$ cat config.mk
export PLATFORM = sky130hd
export DESIGN_NAME = act_out_writer
export DESIGN_NICKNAME = d
export VERILOG_FILES = /design/src/rtl/act_out_writer.sv
export SDC_FILE = /design/constraint.sdc
export NUM_CORES = 1
export LEC_CHECK = 0
export BUFFER_PORTS_ARGS = -buffer_cell sky130_fd_sc_hd__buf_2
export CORE_ASPECT_RATIO = 0.9
export CORE_MARGIN = 2
export CORE_UTILIZATION = 52
export CTS_CLUSTER_DIAMETER = 80
export DETAILED_ROUTE_END_ITERATION = 8
export GPL_ROUTABILITY_DRIVEN = 0
export GPL_TIMING_DRIVEN = 1
export PLACE_DENSITY_LB_ADDON = 0.05
export SLEW_MARGIN = 20
export SYNTH_ARGS = -nofsm -noshare
export SYNTH_HDL_FRONTEND = slang
export SYNTH_SLANG_ARGS = --single-unit
$ cat constraint.sdc
create_clock -name clk -period 4.55 [get_ports clk]
set_input_delay 0.6825 -clock clk [delete_from_list [all_inputs] [get_ports clk]]
set_output_delay 0.6825 -clock clk [all_outputs]
set_load 0.03 [all_outputs]
$ cat src/rtl/act_out_writer.sv
// Activation output writer: takes DESIGN_SIZE-lane vectors and writes them to BRAM at base + n*stride.
// Optional running XOR checksum enabled by defining ACT_OUT_CKSUM_EN.
module act_out_writer #(
    parameter int unsigned DWIDTH      = 8,
    parameter int unsigned DESIGN_SIZE = 4,
    parameter int unsigned AWIDTH      = 10,
    parameter int unsigned MASK_WIDTH  = 4
) (
    input  logic                          clk,
    input  logic                          reset,
    input  logic                          start,
    input  logic [AWIDTH-1:0]             base_addr,
    input  logic [AWIDTH-1:0]             addr_stride,
    input  logic [7:0]                    num_vectors,
    input  logic [DESIGN_SIZE*DWIDTH-1:0] in_data,
    input  logic                          in_data_available,
    input  logic [MASK_WIDTH-1:0]         validity_mask,
    output logic [AWIDTH-1:0]             bram_addr,
    output logic [DESIGN_SIZE*DWIDTH-1:0] bram_wdata,
    output logic [DESIGN_SIZE-1:0]        bram_we,
    output logic                          busy,
    output logic                          done,
    output logic                          drop_err,
    output logic [DESIGN_SIZE*DWIDTH-1:0] checksum
);

    typedef enum logic [1:0] {StIdle, StRun, StFin} state_e;

    state_e                        state_q, state_d;
    logic [AWIDTH-1:0]             ptr_q, ptr_d;
    logic [AWIDTH-1:0]             stride_q, stride_d;
    logic [7:0]                    rem_q, rem_d;
    logic [AWIDTH-1:0]             addr_q, addr_d;
    logic [DESIGN_SIZE*DWIDTH-1:0] wdata_q, wdata_d;
    logic [DESIGN_SIZE-1:0]        we_q, we_d;
    logic                          busy_q, busy_d;
    logic                          done_q, done_d;
    logic                          drop_q, drop_d;

    always_comb begin
        state_d  = state_q;
        ptr_d    = ptr_q;
        stride_d = stride_q;
        rem_d    = rem_q;
        addr_d   = addr_q;
        wdata_d  = wdata_q;
        we_d     = '0;
        drop_d   = drop_q;
        unique case (state_q)
            StIdle: begin
                if (start) begin
                    if (num_vectors != 8'd0) begin
                        ptr_d    = base_addr;
                        stride_d = addr_stride;
                        rem_d    = num_vectors;
                        state_d  = StRun;
                    end else begin
                        state_d = StFin;
                    end
                end
            end
            StRun: begin
                if (in_data_available) begin
                    addr_d  = ptr_q;
                    wdata_d = in_data;
                    we_d    = DESIGN_SIZE'(validity_mask);
                    ptr_d   = ptr_q + stride_q;
                    rem_d   = rem_q - 8'd1;
                    if (rem_q == 8'd1) begin
                        state_d = StFin;
                    end
                end
            end
            StFin:   state_d = StIdle;
            default: state_d = StIdle;
        endcase
        // Only RUN consumes data; anything else arriving is lost.
        if (in_data_available && (state_q != StRun)) begin
            drop_d = 1'b1;
        end
        busy_d = (state_d != StIdle);
        done_d = (state_d == StFin);
    end

    always_ff @(posedge clk) begin
        if (reset) begin
            state_q  <= StIdle;
            ptr_q    <= '0;
            stride_q <= '0;
            rem_q    <= '0;
            addr_q   <= '0;
            wdata_q  <= '0;
            we_q     <= '0;
            busy_q   <= 1'b0;
            done_q   <= 1'b0;
            drop_q   <= 1'b0;
        end else begin
            state_q  <= state_d;
            ptr_q    <= ptr_d;
            stride_q <= stride_d;
            rem_q    <= rem_d;
            addr_q   <= addr_d;
            wdata_q  <= wdata_d;
            we_q     <= we_d;
            busy_q   <= busy_d;
            done_q   <= done_d;
            drop_q   <= drop_d;
        end
    end

    assign bram_addr  = addr_q;
    assign bram_wdata = wdata_q;
    assign bram_we    = we_q;
    assign busy       = busy_q;
    assign done       = done_q;
    assign drop_err   = drop_q;

`ifdef ACT_OUT_CKSUM_EN
    logic [DESIGN_SIZE*DWIDTH-1:0] cksum_q, cksum_d, masked_data;
    logic                          arm, accept;

    assign arm    = (state_q == StIdle) && start;
    assign accept = (state_q == StRun) && in_data_available;

    always_comb begin
        masked_data = '0;
        for (int i = 0; i < DESIGN_SIZE; i++) begin
            if (validity_mask[i]) begin
                masked_data[i*DWIDTH +: DWIDTH] = in_data[i*DWIDTH +: DWIDTH];
            end
        end
        cksum_d = cksum_q;
        if (arm) begin
            cksum_d = '0;
        end else if (accept) begin
            cksum_d = cksum_q ^ masked_data;
        end
    end

    always_ff @(posedge clk) begin
        if (reset) begin
            cksum_q <= '0;
        end else begin
            cksum_q <= cksum_d;
        end
    end

    assign checksum = cksum_q;
`else
    assign checksum = '0;
`endif

endmodule

Yosys cells after proc, flatten, opt, wreduce, memory -nomap -nowiden
Cells that the tools add are included.
{"block": "word_totals", "ff_bits": 79, "in_bits": 68, "out_inout_bits": 81, "word_cells": 43}
{"block": "classes", "add_sub_neg": 2, "eq_ne": 7, "n_mux": 13, "bitwise_logic": 2, "reduce_logical": 9}
{"op": "$mux W10", "n": 3}
{"op": "$mux W8", "n": 3}
{"op": "$pmux W10 S2", "n": 1}
{"op": "$pmux W8 S2", "n": 1}
{"op": "$add A10 B10 Y10", "n": 1}
{"op": "$eq A8 B1 Y1 const B", "n": 1}
{"op": "$mux W2", "n": 4}
{"op": "$reduce_bool A8 Y1", "n": 1}
{"op": "$sub A8 B1 Y8 const B", "n": 1}
{"op": "$ne A2 B2 Y1 const B", "n": 3}
{"op": "$pmux W2 S2", "n": 1}
{"op": "$reduce_and A4 Y1", "n": 1}
{"op": "$reduce_bool A2 Y1", "n": 2}
{"op": "$reduce_and A3 Y1", "n": 1}
{"op": "$reduce_or A3 Y1", "n": 1}
{"op": "$eq A2 B1 Y1 const B", "n": 1}
{"op": "$eq A2 B2 Y1 const B", "n": 1}
{"op": "$logic_not A2 Y1", "n": 1}
{"op": "$ne A2 B1 Y1 const B", "n": 1}
{"op": "$not A1 Y1", "n": 2}
{"op": "$reduce_and A2 Y1", "n": 1}
{"op": "$logic_and A1 B1 Y1", "n": 1}

Longest topological paths before layout
Gate-level depths: netlist (run 1).
{"block": "logic_depth", "word_depth": 5, "ltp_mapped": 8, "ltp_nobuf": 7}

Worst setup path after synthesis (run 1)
Ideal clock, no wire load.
{"block": "synth_timing", "path_type": "input-to-reg", "from": "in num_vectors[4]", "to": "reg stride_q[0]", "setup_time_ps": 128, "t_arrival_ps": 1872, "required_ps": 4422, "path_slack_ps": 2550, "cell_stages": 6, "n_path_buf": 1, "cell_sequence": "or4_4 -> o21ai_4 -> nor2_1 -> buf_4 -> mux2i_1 -> nor2_1"}
{"block": "synth_via", "elab_chain_len": 2}
{"element": "start, declared", "line_no": "14", "text": "input logic [7:0] num_vectors,"}
{"element": "$reduce_bool A8 Y1", "line_no": "52", "text": "if (num_vectors != 8'd0) begin"}
{"element": "$reduce_and A3 Y1 (no source line)"}
{"element": "end signal, assigned", "line_no": "100", "text": "stride_q <= stride_d;"}
{"element": "end, declared", "line_no": "31", "text": "logic [AWIDTH-1:0] stride_q, stride_d;"}
Every way passes these cells.
A chain may end at the register's enable or synchronous reset.

Worst setup path in the final report (run 1)
{"block": "layout_timing", "from": "in start", "to": "reg ptr_q[8]"}
{"block": "layout_via", "elab_chain_len": 2}
{"element": "start, declared", "line_no": "11", "text": "input logic start,"}
{"element": "$ne A2 B2 Y1 (no source line)"}
{"element": "$reduce_and A4 Y1 (no source line)"}
{"element": "end signal, assigned", "line_no": "99", "text": "ptr_q <= ptr_d;"}
{"element": "end, declared", "line_no": "30", "text": "logic [AWIDTH-1:0] ptr_q, ptr_d;"}
Every way passes these cells.

==> key figures, run 1 <==
Placement
  – Detailed placer's ending HPWL: 6190 µm
  – # port buffers: 116
  – Placed cell areas: 4230 µm²
  – Dpl ws: about 2100 ps
  – Dpl cells: 650

Logic synthesis
  – Post-synthesis adder-cell area fraction: about 4.2%
  – Largest family of logic cells by synthesized area: simple AND/OR/NAND/NOR gates
  – Fraction of synthesized area in multiplexers: 2.92%
  – Top-count cell post-synth: nand2_1
  – Commonest cells in the netlist: 114 x nand2_1, 79 x dfxtp_1, 64 x a21oi_1
  – Post-synth top area cell: dfxtp_1
  – Yosys reg bits: approximately 80
  – Cell variety after synth: 53
  – XOR/XNOR Fraction of Synth Area: 1.16%
  – Number of flops mapped to enable cells by yosys: 0
  – Ys Warns: 0
  – Async SR Flop Fraction: 0%
  – Top_reg_cell synth: dfxtp_1
  – Syn Inst Count: between 400 and 500
  – Simple-Gate Fraction of Synth Area: a little over a fifth
  – Post-synthesis sequential area ratio: 41.9%
  – Post-synth top area share: 41.9%
  – Mean Syn Cell Area: 8.08 µm²
  – Cell Area, Synth: 3770 µm²
  – Compound-Gate Fraction of Synth Area: 17.4%
  – Top cells by area, synth: dfxtp_1 42%, nand2_1 11%, a21oi_1 8.5%

Die
  – Die ar.: ~8000 µm²
  – Die H: between 80 and 90 µm
  – Placeable Area: 7040 µm²
  – Die width: 93.8 µm
  – Num rows: 29
  – Initial Utilization: a little over half
  – Ports: 149

Detailed routing
  – Wire length per cell: 13.1 µm
  – Initial detailed-routing violation count: roughly 140
  – Vias per inst: slightly above 5
  – Pre-antenna DRT Iters: 4
  – Via Count: 3364
  – DRC errors left: 0
  – Final ANT Viol Nets: 0
  – Final wirelength: 8670 µm

Run status
  – Status: completed

STA
  – Final Cycle Share: 44.9%
  – Final worst path period need: 2040 ps
  – Final hold viol count: 0
  – Layout Skew: 7.18 ps
  – Worst-Margin Slew: 1010 ps
  – Setup ws final: 2510 ps
  – Max_slew headroom: between 30 and 40%
  – Final Slew Violations: 0
  – Setup TNS: 0 ps
  – RSZ-0062 raised after global routing: false
  – Final hold slack: approximately 450 ps
  – Fmax achieved: 0.489 GHz
  – Final setup vio count: 0

Finish
  – Non-Filler Instances: 664
  – Fin area: 4440 µm²
  – Fill cells: 659
  – Fin util: between 60% and 70%
  – Area grow syn2layout: 17.8%
  – Nets@finish: 648
  – Share of cells above drive strength 1: 24.9%
  – Antenna diodes: 0

Worst setup path
  – Crit Path Max Fanout: 23
  – Worst-path cell chain: buf_2 -> nor2b_1 -> o21ai_4 -> a21oi_2 -> nor3b_1 -> a211o_1
  – CP max stage delay: between 700 and 800 ps
  – CP max-delay cell: a21oi_2
  – Worst path arrival time: approximately 2300 ps
  – Startpoint Class: input pin
  – Setup crit end kind: flip-flop
  – Worst setup path class: in2reg
  – CP required: approximately 4800 ps

Global routing
  – First-pass GRT wire length: 14300 µm
  – Congestion Overflow GR: 0
  – Antenna violations before repair: 0
  – Vias in the first global route: slightly above 3k
  – Global-route usage over all layers: 22.4%
  – Largest net degree at the start of global routing: 44

Clock network
  – Clock slew at reported path FFs: about 80 ps
  – TritonCTS Buffers: 9
  – Cts hold-fix bufs: 0
  – Clk root buf: clkbuf_8
  – Longest Clk Path Bufs: 2
  – CTS tree: built
  – Insertion delay to the later sink of the worst-skew pair: 350 ps
  – Post-CTS Setup Bufs: 0
  – H-tree Lvls: 3
  – Post-CTS Resized: 0
  – CTS Sinks: 79

Power and ir drop
  – Leakage: approximately 2 nW
  – Total power: 1.67 mW
  – Pwr per Cell Area: 375 nW/µm²
  – Worst vdd ir: 0.232 mV

Min path
  – Min-Delay Path Class: reg2reg

Job
  – Max-Cap Viols: 0
## cells in the final DEF, fill, tap and decap left out, types with 2 or more instances in the layout
cell type | synthesis | final
nand3_1 | 4 | 4
ha_1 | 11 | 11
or3_1 | 2 | 2
nand4_1 | 4 | 4
bufinv_16 | 0 | 2
or4_4 | 2 | 2
mux2i_1 | 11 | 11
o21ai_0 | 12 | 12
a21oi_2 | 2 | 2
xnor2_1 | 3 | 3
o21a_1 | 2 | 2
clkbuf_8 | 2 | 9
nor3b_1 | 2 | 2
buf_4 | 33 | 3
inv_1 | 6 | 6
and3_1 | 2 | 2
nand2b_1 | 3 | 3
a21o_1 | 3 | 3
o211ai_1 | 3 | 3
and2_1 | 5 | 5
a211oi_1 | 4 | 4
nor2_1 | 29 | 28
dfxtp_1 | 79 | 79
conb_1 | 1 | 32
xor2_1 | 2 | 2
buf_2 | 3 | 116
a311oi_1 | 5 | 5
nand2_1 | 114 | 114
o2111ai_1 | 3 | 3
nor3_1 | 8 | 8
a21oi_1 | 64 | 64
clkinvlp_4 | 0 | 2
o21ai_1 | 2 | 2
## cell families (layout without fill, tap and decap cells)
family	after synthesis	in the layout
adders and majority gates	12	12
and+or+nand+nor	185	185
muxes	11	11
buffers and inverters	66	139
AOI/OAI and AO/OA	108	108
DFF	79	79
other	1	32
xor gates and xnor gates	5	5
## per-layer routing
layer | wire [µm] | GRT usage, % | part of all wire (%)
met5 | 0 | 0 | 0
met4 | 163 | 8.70 | 1.9
met3 | 561 | 4.40 | 6.5
met2 | 4010 | 35.3 | 46
met1 | 3940 | 30.2 | 45
## flip-flops by register name (all words and copies together) (netlist names)
| register | count |
|---|---|
| state_q | 2 |
| drop_err | 1 |
| done | 1 |
| rem_q | 8 |
| bram_wdata | 32 |
| busy | 1 |
| stride_q | 10 |
| ptr_q | 10 |
| bram_addr | 10 |
| bram_we | 4 |
## worst max-delay path, delay by kind of cell
| family | cells | cell delay, ps |
|---|---|---|
| buffers and inverters | 1 | 90 |
| and+or+nand+nor | 2 | 330 |
| AOI/OAI and AO/OA | 3 | 1180 |
## worst paths after layout
check,startpoint,end,slack [ps],cells past startpoint
max reg2reg,state_q[1],rem_q[4],2530,5
min reg2reg,bram_wdata[16],bram_wdata[16],450,2
max,start,ptr_q[8],2510,6
min,bram_wdata[16],bram_wdata[16],450,2
## final cells by class
class,instances,area (µm²),share of cell area [%]
clock buffer,9,124,2.79
clock inverter,5,83.8,1.89
inverter,6,22.5,0.507
multi-input combinational,353,1910,43.0
sequential,79,1580,35.6
tap,93,116,2.62
timing repair buffer,119,603,13.6
## power by group
group          internal, mW  switching [mW]  leakage (nW)
sequential            0.733          0.0307         0.645
clock                 0.305           0.257        0.0978
combinational         0.117           0.223          1.29
Note: power is estimated with default switching activity, not from simulation.
==> run 2: changes to the inputs <==
- CORE_UTILIZATION: 52 -> 44
- clock period: 4.55 -> 1.8 ns (I/O delays scaled with it)
==> key figures, run 2 (synthesized netlist as in run 1, its figures left out) <==
Placement
  – Detailed placer's ending HPWL: 6870 µm (was 6190 µm)
  – Dpl cells: 703 (was 650)
  – # port buffers: 116 (unchanged)

Job
  – Max-Cap Viols: 0 (unchanged)

Detailed routing
  – Initial detailed-routing violation count: 142 (was 135)
  – Via Count: 3474 (was 3364)
  – Wire length per cell: 13.0 µm (was 13.1 µm)
  – Pre-antenna DRT Iters: 5 (was 4)
  – Vias per inst: 4.83 (was 5.07)
  – Final wirelength: 9320 µm (was 8670 µm)
  – Final ANT Viol Nets: 0 (unchanged)
  – DRC errors left: 0 (unchanged)

STA
  – Final worst path period need: 1720 ps
  – RSZ-0062 raised after global routing: true (was false)
  – Layout Skew: 4.17 ps (was 7.18 ps)
  – Final hold viol count: 0 (unchanged)
  – Final Slew Violations: 0 (unchanged)
  – Final Cycle Share: 95.7%
  – Fmax achieved: 0.580 GHz
  – Final setup vio count: 0 (unchanged)
  – Setup TNS: 0 ps (unchanged)

Power and ir drop
  – Worst vdd ir: 0.458 mV (was 0.232 mV)
  – Leakage: 2.20 nW (was 2.03 nW)
  – Pwr per Cell Area: 933 nW/µm² (was 375 nW/µm²)

Worst setup path
  – Setup crit end kind: flip-flop (unchanged)
  – Reg2Reg Launch Point: ptr_q[0] (was state_q[1])
  – CP bufs+invs: 0 (was 1)
  – Flop-to-flop setup slack: 80 ps (was 2530 ps)
  – Worst setup path class: reg2reg (was in2reg)
  – CP required: 2040 ps (was 4790 ps)
  – Reg2Reg Depth: 7 (was 5)
  – CP max-delay cell: fa_2 (was a21oi_2)
  – CP max stage delay: 370 ps (was 770 ps)
  – CP Depth: 7 (was 6)
  – Crit Path Max Fanout: 4 (was 23)
  – Startpoint Class: flip-flop (was input pin)
  – Worst-path cell chain: ha_4 -> fa_2 -> a21oi_4 -> o211ai_1 -> nand2_1 -> xnor2_1 -> a211o_1 (was buf_2 -> nor2b_1 -> o21ai_4 -> a21oi_2 -> nor3b_1 -> a211o_1)
  – Reg2reg end: ptr_q[8] (was rem_q[4])
  – Worst path arrival time: 1960 ps (was 2290 ps)
  – Top delay family on crit path: compound AO/OA/AOI/OAI gates (unchanged)

Die
  – Ports: 149 (unchanged)
  – Die width: 102 µm (was 93.8 µm)
  – Num rows: 32 (was 29)
  – Initial Utilization: 44.6% (was 53.6%)
  – Placeable Area: 8450 µm² (was 7040 µm²)
  – Die ar.: 9330 µm² (was 7950 µm²)
  – Die H: 91.8 µm (was 84.8 µm)

Global routing
  – Largest net degree at the start of global routing: 44 (unchanged)
  – First-pass GRT wire length: 15000 µm (was 14300 µm)
  – Vias in the first global route: 3131 (was 3088)
  – Global-route usage over all layers: 20.1% (was 22.4%)
  – Antenna violations before repair: 0 (unchanged)
  – Congestion Overflow GR: 0 (unchanged)

Clock network
  – Insertion delay to the later sink of the worst-skew pair: 350 ps (about the same)
  – Clk root buf: clkbuf_8 (unchanged)
  – Longest Clk Path Bufs: 2 (unchanged)
  – Clock slew at reported path FFs: 80 ps (about the same)
  – CTS tree: built (unchanged)
  – Cts hold-fix bufs: 0 (unchanged)
  – TritonCTS Buffers: 9 (unchanged)
  – H-tree Lvls: 3 (unchanged)
  – CTS Sinks: 79 (unchanged)

Min path
  – Hold EP: bram_we[3] (was bram_wdata[16])
  – Hold Startpoint: validity_mask[3] (was bram_wdata[16])
  – Hold depth: 2 (unchanged)
  – Min-Delay Path Class: in2reg (was reg2reg)

Finish
  – Share of cells above drive strength 1: 31.0% (was 24.9%)
  – Largest register FFs: 32 (unchanged)
  – Fill cells: 828 (was 659)
  – Nets@finish: 676 (was 648)
  – Non-Filler Instances: 719 (was 664)
  – Area grow syn2layout: 28.0% (was 17.8%)
  – Antenna diodes: 0 (unchanged)
  – Most frequent cells in the layout: 116 x buf_2, 114 x nand2_1, 75 x dfxtp_1 (was 116 x buf_2, 114 x nand2_1, 79 x dfxtp_1)
  – Most common cell after layout, fill and taps aside: buf_2 (unchanged)

Run status
  – Status: completed (unchanged)
-- run 2: layout make-up --
cell class | instances | area [µm²] | share of cell area, %
sequential | 79 | 1590 | 32.9
clock inverter | 6 | 109 | 2.26
timing repair buffer | 147 | 851 | 17.6
clock buffer | 9 | 124 | 2.57
inverter | 6 | 22.5 | 0.467
multi-input combinational | 353 | 1990 | 41.1
tap | 119 | 149 | 3.08
-- run 2: how the worst max path moves through the flow --
stage                     endpoint  slack [ps]        start
final                     ptr_q[8]          80     ptr_q[0]
after global routing      ptr_q[4]         -20  stride_q[0]
after CTS                 ptr_q[6]           8     ptr_q[4]
after detailed placement  ptr_q[8]        -180     ptr_q[0]
after global placement    ptr_q[8]        -140     ptr_q[0]
after floorplan           ptr_q[8]         0.3     ptr_q[0]
-- run 2: stage by stage --
| stage | utilization (%) | hold slack (ps) | total power, mW | setup slack [ps] | instance area [µm²] |
|---|---|---|---|---|---|
| 2_1_floorplan | - | 392 | 2.66 | 0.337 | 3890 |
| 3_3_place_gp | 53.3 | 438 | 2.93 | -141 | 4500 |
| 6_report | 57.1 | 119 | 4.50 | 76.9 | 4830 |
| 3_5_place_dp | 53.3 | 445 | 2.94 | -184 | 4500 |
| 4_1_cts | 56.5 | 99.8 | 4.52 | 7.98 | 4770 |
| 5_1_grt | 57.1 | 101 | 4.74 | -20.4 | 4830 |
-- run 2: where the power goes --
group          switching [mW]  leakage, nW  total [mW]  internal [mW]
Clock                   0.641        0.119        1.55          0.914
Sequential             0.0748        0.647        1.93           1.85
Combinational           0.619         1.44        1.02          0.401
Total                    1.33         2.20        4.50           3.17
-- run 2: timing repair --
item,in CTS,in global routing
resized for setup,11,8
setup endpoints to repair,4,5
endpoints found under the hold margin,0,0
pin swaps,3,6
buffers inserted,0,1
-- run 2: metal layers --
metal	global-route usage (%)	vias to the layer above	part of all wire [%]
met5	0	-	0
met4	7.09	0	1.4
met3	4.50	11	7.4
met2	31.5	121	45
met1	27.1	1569	46
li1	-	1773	-
==> run 3: changes to the inputs <==
- ABC_AREA: unset -> 1
- GPL_TIMING_DRIVEN: 1 -> 0
==> key figures, run 3 <==
Detailed routing
  – Vias per inst: 4.66 (was 4.83)
  – DRC errors left: 0 (unchanged)
  – Initial detailed-routing violation count: 159 (was 142)
  – Via Count: 3633 (was 3474)
  – DR WL met3: 666 µm (was 686 µm)
  – Final wirelength: 9570 µm (was 9320 µm)
  – Met2 wire length: 4190 µm (was 4230 µm)
  – Met1 WL: 4630 µm (was 4270 µm)
  – Highest metal used: met4 (unchanged)
  – Pre-antenna DRT Iters: 4 (was 5)
  – Wire length per cell: 12.3 µm (was 13.0 µm)
  – Final ANT Viol Nets: 0 (unchanged)

Clock network
  – Post-CTS Setup Bufs: 0 (unchanged)
  – Longest Clk Path Bufs: 2 (unchanged)
  – CTS Sinks: 79 (unchanged)
  – Clk root buf: clkbuf_8 (unchanged)
  – Insertion delay to the later sink of the worst-skew pair: 350 ps (about the same)
  – TritonCTS Buffers: 9 (unchanged)
  – H-tree Lvls: 3 (unchanged)
  – CTS tree: built (unchanged)
  – Clock slew at reported path FFs: 80 ps (about the same)
  – Cts hold-fix bufs: 0 (unchanged)

Die
  – Num rows: 31 (was 32)
  – Ports: 149 (unchanged)
  – Die H: 91.5 µm (was 91.8 µm)
  – Die ar.: 9270 µm² (was 9330 µm²)
  – Initial Utilization: 46.0% (was 44.6%)
  – Die width: 101 µm (was 102 µm)
  – Placeable Area: 8150 µm² (was 8450 µm²)

Logic synthesis
  – Compound-Gate Fraction of Synth Area: 14.6% (was 17.4%)
  – Fraction of synthesized area in multiplexers: 0% (was 2.92%)
  – Ys Warns: 0 (unchanged)
  – Post-synth top area cell: dfxtp_1 (unchanged)
  – Post-synth top area share: 42.2% (was 41.9%)
  – Top-count cell post-synth: nand2_1 (unchanged)
  – Yosys reg bits: 79 (unchanged)
  – Largest family of logic cells by synthesized area: simple AND/OR/NAND/NOR gates (unchanged)
  – XOR/XNOR Fraction of Synth Area: 1.40% (was 1.16%)
  – Post-synthesis adder-cell area fraction: 4.21% (was 4.18%)
  – Async SR Flop Fraction: 0% (unchanged)
  – Number of flops mapped to enable cells by yosys: 0 (unchanged)
  – Top_reg_cell synth: dfxtp_1 (unchanged)
  – Simple-Gate Fraction of Synth Area: 25.3% (was 21.6%)
  – Top cells by area, synth: dfxtp_1 42%, nand2_1 15%, a21oi_1 8.6% (was dfxtp_1 42%, nand2_1 11%, a21oi_1 8.5%)
  – Commonest cells in the netlist: 147 x nand2_1, 79 x dfxtp_1, 64 x a21oi_1 (was 114 x nand2_1, 79 x dfxtp_1, 64 x a21oi_1)
  – Cell Area, Synth: 3740 µm² (was 3770 µm²)
  – Syn Inst Count: 519 (was 467)
  – Cell variety after synth: 35 (was 53)
  – Mean Syn Cell Area: 7.22 µm² (was 8.08 µm²)
  – Post-synthesis sequential area ratio: 42.2% (was 41.9%)

Placement
  – Dpl cells: 765 (was 703)
  – Placed cell areas: 4570 µm² (was 4500 µm²)
  – Detailed placer's ending HPWL: 7250 µm (was 6870 µm)
  – # port buffers: 116 (unchanged)
  – Dpl ws: -5.23 ps (was -184 ps)

Power and ir drop
  – Total power: 4.08 mW (was 4.50 mW)
  – Worst vdd ir: 0.411 mV (was 0.458 mV)
  – Leakage: 2.34 nW (was 2.20 nW)
  – Pwr per Cell Area: 854 nW/µm² (was 933 nW/µm²)

Worst setup path
  – Worst-path cell chain: ha_4 -> fa_2 -> nand3_1 -> nand3_2 -> nand2_2 -> nand2_1 -> nand2_1 -> nand3_1 -> nand2_1 -> a21oi_1 (was ha_4 -> fa_2 -> a21oi_4 -> o211ai_1 -> nand2_1 -> xnor2_1 -> a211o_1)
  – Crit path top cell by count: nand2_1
  – Worst path arrival time: 1890 ps (was 1960 ps)
  – Reg2Reg Launch Point: ptr_q[0] (unchanged)
  – Startpoint Class: flip-flop (unchanged)
  – Crit Path Max Fanout: 4 (unchanged)
  – Reg2reg end: ptr_q[8] (unchanged)
  – CP max-delay cell: dfxtp_1 (was fa_2)
  – Worst setup path class: reg2reg (unchanged)
  – CP required: 2010 ps (was 2040 ps)
  – Flop-to-flop setup slack: 120 ps (was 80 ps)
  – Setup crit end kind: flip-flop (unchanged)
  – Reg2Reg Depth: 10 (was 7)
  – CP max stage delay: 350 ps (was 370 ps)

Global routing
  – Congestion Overflow GR: 0 (unchanged)
  – First-pass GRT wire length: 15200 µm (was 15000 µm)
  – Global-route usage over all layers: 20.7% (was 20.1%)
  – Largest net degree at the start of global routing: 14 (was 44)
  – Vias in the first global route: 3193 (was 3131)
  – Antenna violations before repair: 0 (unchanged)

Finish
  – Fin area: 4770 µm² (was 4830 µm²)
  – Most frequent cells in the layout: 146 x nand2_1, 124 x buf_2, 79 x dfxtp_1 (was 116 x buf_2, 114 x nand2_1, 75 x dfxtp_1)
  – Area grow syn2layout: 27.4% (was 28.0%)
  – Antenna diodes: 0 (unchanged)
  – Non-Filler Instances: 780 (was 719)
  – Largest register FFs: 32 (unchanged)
  – Share of cells above drive strength 1: 27.8% (was 31.0%)
  – Fin util: 58.6% (was 57.1%)
  – Nets@finish: 757 (was 676)
  – Most common cell after layout, fill and taps aside: nand2_1 (was buf_2)

Min path
  – Min-Delay Path Class: in2reg (unchanged)
  – Hold depth: 3 (was 2)
  – Hold Startpoint: validity_mask[2] (was validity_mask[3])
  – Hold EP: bram_we[2] (was bram_we[3])

STA
  – Final worst path period need: 1680 ps (was 1720 ps)
  – Max_slew headroom: 63.1%
  – Worst-Margin Slew: 554 ps
  – Final Slew Violations: 0 (unchanged)
  – Final setup vio count: 0 (unchanged)
  – Final Cycle Share: 93.4% (was 95.7%)
  – Fmax achieved: 0.595 GHz (was 0.580 GHz)
  – Final hold slack: 129 ps (was 119 ps)
  – Setup TNS: 0 ps (unchanged)
  – Layout Skew: 8.82 ps (was 4.17 ps)
  – Final hold viol count: 0 (unchanged)
  – Setup ws final: 119 ps (was 76.9 ps)
  – RSZ-0062 raised after global routing: false (was true)

Run status
  – Status: completed (unchanged)

Job
  – Max-Cap Viols: 0 (unchanged)
==> run 3: cell types whose count changed after synthesis, sizes merged, moves of 11 or more <==
| cell | delta |
|---|---|
| o21ai | +13 |
| mux2i | -11 |
| clkbuf | -13 |
| nor2 | +30 |
| nand3 | +16 |
| inv | +19 |
| nand2 | +36 |
==> run 3: worst max-delay path by stage <==
stage,startpoint,endpoint,slack (ps)
floorplan,ptr_q[0],ptr_q[8],190
global placement,ptr_q[0],ptr_q[4],-10
detailed placement,ptr_q[0],ptr_q[8],-5
CTS,ptr_q[0],ptr_q[4],20
global route,ptr_q[0],ptr_q[8],8
finish,ptr_q[0],ptr_q[8],120
==> run 3: where the power goes <==
part	leakage, nW	internal, mW	switching (mW)
Clock	0.0845	0.530	0.645
Combinational	1.61	0.347	0.614
Sequential	0.646	1.86	0.0829
==> run 3: per-layer routing <==
layer  GRT usage, %  vias up
met3           5.31        6
li1               -     1915
met4           4.84        0
met5              0        -
met1           28.3     1580
met2           32.8      132
==> run 3: timing repair <==
action,CTS,global route
resized for setup,1,6
endpoints found under the setup margin,2,3
pin swaps,0,1
==> run 3: cell families after synthesis <==
kind of cell,after synthesis
simple gates,236
compound gates,102
buf+inv,83
flops,79
fa+ha+maj,12
xor+xnor,6
other cells,1
==> run 3: area by class of cell <==
class	count	area, µm²
Clock inverter	5	33.8
Inverter	28	106
Fill cell	827	3370
Timing Repair Buffer	116	581
Tap cell	99	124
Clock buffer	10	138
Buffer	55	352
Multi-Input combinational cell	388	1860
Sequential cell	79	1580
==> run 3: critical path: cells and delay by family (launching register included) <==
family                   cells  cell delay, ps
adder cells (fa/ha/maj)      2             540
AND/OR/NAND/NOR              7             590
flip-flops                   1             350
AO/OA/AOI/OAI                1              50
